==> src/rtl/digit_serial_multiplier_pkg.sv <==
// Shared types and constants for the digit-serial multiplier: FSM encoding,
// digit width and the digits-per-operand helper.
package digit_serial_multiplier_pkg;

  localparam int DIGIT_W = 2;
  localparam int STATE_W = 2;

  typedef enum logic [STATE_W-1:0] {
    IDLE = 2'd0,
    BUSY = 2'd1,
    DONE = 2'd2
  } state_t;

  function automatic int digit_count(input int width);
    return width / DIGIT_W;
  endfunction

endpackage

==> src/rtl/digit_serial_multiplier_bit2.sv <==
// Gate-level 2-bit x 2-bit unsigned multiplier cell, purely combinational.
// Used as the partial-product generator of the digit-serial multiplier.
module Bit2_Multiplier (
  input  logic [1:0] a,
  input  logic [1:0] b,
  output logic [3:0] p
);

  logic t1, t2, t3, c1;

  assign p[0] = a[0] & b[0];
  assign t1   = a[1] & b[0];
  assign t2   = a[0] & b[1];
  assign p[1] = t1 ^ t2;
  assign c1   = t1 & t2;
  assign t3   = a[1] & b[1];
  assign p[2] = t3 ^ c1;
  assign p[3] = t3 & c1;

endmodule

==> src/rtl/digit_serial_multiplier.sv <==
// Unsigned WIDTH x WIDTH multiplier, one 2x2 digit product per cycle (D*D cycles
// after accept); result held in DONE until out_ready, no new accept until then.
module digit_serial_multiplier
  import digit_serial_multiplier_pkg::*;
#(
  parameter int WIDTH = 8
) (
  input  logic               clk,
  input  logic               rst,
  input  logic               in_valid,
  output logic               in_ready,
  input  logic [WIDTH-1:0]   a,
  input  logic [WIDTH-1:0]   b,
  output logic               out_valid,
  input  logic               out_ready,
  output logic [2*WIDTH-1:0] p,
  output logic               busy
);

  localparam int D     = digit_count(WIDTH);
  localparam int PW    = 2 * WIDTH;
  localparam int IDX_W = (D > 1) ? $clog2(D) : 1;
  localparam logic [IDX_W-1:0] LAST = IDX_W'(D - 1);

  if (((WIDTH % 2) != 0) || (WIDTH < 2)) begin : g_width_check
    $error("digit_serial_multiplier: WIDTH must be even and >= 2");
  end

  state_t             state, state_nxt;
  logic [WIDTH-1:0]   a_q, b_q;
  logic [PW-1:0]      acc;
  logic [IDX_W-1:0]   i_q, j_q;
  logic [DIGIT_W-1:0] a_dig, b_dig;
  logic [3:0]         pp;
  logic [PW-1:0]      pp_ext, shamt, pp_shift;
  logic               last_step;

  assign a_dig     = a_q[DIGIT_W*i_q +: DIGIT_W];
  assign b_dig     = b_q[DIGIT_W*j_q +: DIGIT_W];
  assign last_step = (i_q == LAST) && (j_q == LAST);

  Bit2_Multiplier u_cell (
    .a (a_dig),
    .b (b_dig),
    .p (pp)
  );

  // Weight of digit pair (i,j) is 4^(i+j); kept at full product width.
  assign pp_ext   = PW'(pp);
  assign shamt    = PW'(DIGIT_W) * (PW'(i_q) + PW'(j_q));
  assign pp_shift = pp_ext << shamt;

  always_ff @(posedge clk or posedge rst) begin
    if (rst) state <= IDLE;
    else     state <= state_nxt;
  end

  always_comb begin
    state_nxt = state;
    in_ready  = 1'b0;
    out_valid = 1'b0;
    busy      = 1'b0;
    case (state)
      IDLE: begin
        in_ready = 1'b1;
        if (in_valid) state_nxt = BUSY;
      end
      BUSY: begin
        busy = 1'b1;
        if (last_step) state_nxt = DONE;
      end
      DONE: begin
        out_valid = 1'b1;
        if (out_ready) state_nxt = IDLE;
      end
      default: state_nxt = IDLE;
    endcase
  end

  always_ff @(posedge clk or posedge rst) begin
    if (rst) begin
      a_q <= '0;
      b_q <= '0;
      acc <= '0;
      i_q <= '0;
      j_q <= '0;
    end else if (state == IDLE && in_valid) begin
      a_q <= a;
      b_q <= b;
      acc <= '0;
      i_q <= '0;
      j_q <= '0;
    end else if (state == BUSY) begin
      acc <= acc + pp_shift;
      // Indices park at zero after the final digit pair.
      if (j_q == LAST) begin
        j_q <= '0;
        i_q <= (i_q == LAST) ? '0 : i_q + 1'b1;
      end else begin
        j_q <= j_q + 1'b1;
      end
    end
  end

  assign p = acc;

endmodule

==> config.mk <==
export PLATFORM = sky130hd
export DESIGN_NAME = digit_serial_multiplier
export DESIGN_NICKNAME = d
export VERILOG_FILES = /design/src/rtl/digit_serial_multiplier_pkg.sv /design/src/rtl/digit_serial_multiplier_bit2.sv /design/src/rtl/digit_serial_multiplier.sv
export SDC_FILE = /design/constraint.sdc
export NUM_CORES = 1
export LEC_CHECK = 0
export CORE_ASPECT_RATIO = 0.5
export CORE_MARGIN = 2
export CORE_UTILIZATION = 55
export CTS_CLUSTER_DIAMETER = 40
export DETAILED_ROUTE_END_ITERATION = 6
export PLACE_DENSITY = 0.85
export SLEW_MARGIN = 20
export SYNTH_ARGS = -nofsm -noshare
export SYNTH_HDL_FRONTEND = slang
export SYNTH_SLANG_ARGS = --single-unit
==> constraint.sdc <==
create_clock -name clk -period 4.2 [get_ports clk]
set_clock_uncertainty 0.05 [all_clocks]
set_input_delay 0.84 -clock clk [delete_from_list [all_inputs] [get_ports clk]]
set_output_delay 0.84 -clock clk [all_outputs]
set_load 0.02 [all_outputs]
==> metrics <==
max-slew violation count 0; switching part of the total 43.77%; peak supply drop 0.0003509 V; synthesized area 0.002641 mm2; Die Span Y 53 um; WS Path Type register to register; DIE AREA 0.005406 mm2; first-pass GRT wire length 9749 um; min Tclk post-route 4013 ps; Residual DRC 0; First DRT Iteration DRCs 139; syn avg cell area 8.632 um2; Worst Hold Class register to register; DRT Wirelength 5860 um; grt ovf 0; fin crit share 95.55%; core area 0.004509 mm2; HPWL after DPL 4315 um; global placer's final weighted congestion 0.9179; Tot GR Track Use 23.56%; status complete, no violations; ys async rst share 100.0%; #FFs+latches synth 38; Final WS setup 186.8 ps; Setup-failing EPs final 0; cts bufs inserted 5; Multi-input gate area 0.001546 mm2; ANT cells 0; f_max 0.2492 GHz; Initial Util 58.57%; drt via density 5.615; H-tree depth 2; Sequential Area 953.4 um2; synth unique cells 45; Final Instance Area 0.003162 mm2; Setup WS pre-CTS 111.4 ps; EDFF count, synth 0; Area Growth Syn to Fin 19.71%; vias in the first global route 2125; CP Data Required Time 4370 ps; boundary pin count 39; WL/cell 14.47 um; non-filler cells in the finished layout 405; top cells by area, synth dfrtp_1 36%, nand2_1 10%, ha_1 9.5%, mux4_2 3.4%, o21ai_0 3.2%; crit end category register; most frequent cells in the layout 72 x nand2_1, 38 x clkdlybuf4s50_1, 36 x dfrtp_1; Psw 0.0009933 W; net count after synthesis 348; worst-path fanout max 6; TritonRoute pass-1 iters 4; Synth top area share 36.00%; Yosys warning count 0; Syn Inst Count 306; Antenna Violating Nets Remaining 0; PortBufs 38; Top FF cell, synth dfrtp_1; Clock Path Buffers 2; crit path DAT 4180 ps; power share of the combinational group 57.0%; XOR/XNOR share of the synthesized area 2.984%; Seq/Total Area, Yosys 36.00%; fin util 70.12%; largest net degree at the start of global routing 39; P_leak 1.453 nW; Post-Synth Adder-Cell Area 10.99%; pwr dens 717.8 mW/mm2; largest family of logic cells by synthesized area simple AND/OR/NAND/NOR gates; CTS tree built; Synth Area in Simple Gates 24.44%; nets 381; row count 17; mux contribution to synthesized area 4.927%; placed cells 395; cell taking the most area after synthesis dfrtp_1; DP Area 0.003015 mm2; Clk pwr share 14.5%; clock root buffer clkbuf_8; Int Pwr 0.001276 W; commonest non-fill, non-tap cell in the layout nand2_1; Max Cap Viol 0; proportion of layout cells with a drive suffix above 1 8.555%; antenna violations before repair 0; share of power burned in registers 28.5%; clock latency on the worst-skew pair 300 ps; final hold vios 0; via count 2274; clock sink count 38; relative slew slack 33.81%; fill cell count 363; Die Width 102.0 um; Reg clk slew, reported paths 80 ps; startpoint types register; fraction of the mapped netlist area in compound gates 14.87%; Worst Max-Slew Pin Slew 990.5 ps
routing by layer:
layer / vias to the layer above / part of all wire, % / wire length, um / global-route usage (%)
met4: 0 / 1.2 / 70 / 6.444
li1: 1134 / - / - / -
met5: - / 0 / 0 / 0
met3: 8 / 5.8 / 340 / 4.756
met2: 69 / 45 / 2656 / 38.38
met1: 1063 / 48 / 2793 / 32.36
critical path, cell delays in order, from the launching register on:
cell and delay [ps]:
dfrtp_2 440, mux4_2 530, and2_1 180, ha_1 190, ha_1 310, nor2b_1 150, a31oi_2 250, nor2_1 80
ha_1 350, a21oi_1 140, a2111oi_4 380, nor2_2 120, o311ai_2 310, mux2i_1 250, mux2i_1 210
cells in the mapped netlist (2+ instances only):
master     count
mux2i_1        4
nand2b_1       5
nor3b_1        4
nand3_1       15
nor3_1         6
ha_1          20
o2111ai_1      2
buf_4          2
fa_1           2
a31oi_1        7
buf_6          5
or3_1          2
nand2_1       72
and2_1         3
clkbuf_1      10
nand4_1        2
inv_1          9
dfrtp_1       38
mux4_2         4
a32o_1         2
a21o_1         6
o21ai_0       17
nor2_1        20
a21oi_1       14
buf_2          2
nor2b_1        5
xor2_1         4
xnor2_1        5
o22ai_1        3
stage by stage:
stage | setup TNS, ps | hold slack [ps] | power [W]
2_1_floorplan | 0 | 390.3 | 0.001584
3_3_place_gp | 0 | 416.2 | 0.001833
6_report | 0 | 431.5 | 0.002269
5_1_grt | -37.64 | 449.2 | 0.002454
4_1_cts | 0 | 432.5 | 0.002220
3_5_place_dp | 0 | 416.2 | 0.001888
flip-flops by register name, indices dropped and copies added (netlist names):
signal	cells
p	16
j_q	2
i_q	2
a_q	8
state	2
b_q	8
cells by family (layout without fill, tap and decap cells):
| kind of cell | Yosys count | in the layout |
|---|---|---|
| simple gates | 142 | 142 |
| mux | 8 | 8 |
| flops | 38 | 38 |
| compound gates | 59 | 59 |
| buf+inv | 28 | 61 |
| fa+ha+maj | 22 | 22 |
| xor+xnor | 9 | 9 |
final timing paths:
path,startpoint,cells after the start,endpoint,slack (ps)
min in group asynchronous,rst,3,p[2],910
max in group asynchronous,rst,3,i_q[0],2830
worst max register to register,i_q[0],14,p[15],190
worst min-delay path,p[15],1,p[15],430
worst max-delay path,i_q[0],14,p[15],190
worst min register to register,p[15],1,p[15],430
timing repair:
action                                  4_1_cts  5_1_grt
endpoints found under the setup margin        0        5
hold buffers                                  0        0
gates resized for setup                       0        4
setup buffers                                 0        3
area by class of cell:
type	instances	area share (%)
clock buffers	6	2.612
flip-flops and latches	38	30.15
repair buffers	45	13.69
multi-input cells	240	48.91
well taps	66	2.612
inverters	9	1.068
clock inverters	1	0.9497
power by group through the flow:
| stage | sequential (W) | clock (W) | combinational [W] |
|---|---|---|---|
| 2_1_floorplan | 0.000685 | 0 | 0.000899 |
| 3_5_place_dp | 0.000652 | 0 | 0.00124 |
| 3_3_place_gp | 0.000647 | 0 | 0.00119 |
| 6_report | 0.000647 | 0.000328 | 0.00129 |
| 4_1_cts | 0.000645 | 0.000330 | 0.00125 |
| 5_1_grt | 0.000667 | 0.000342 | 0.00144 |
Note: power is estimated with default switching activity, not from simulation.
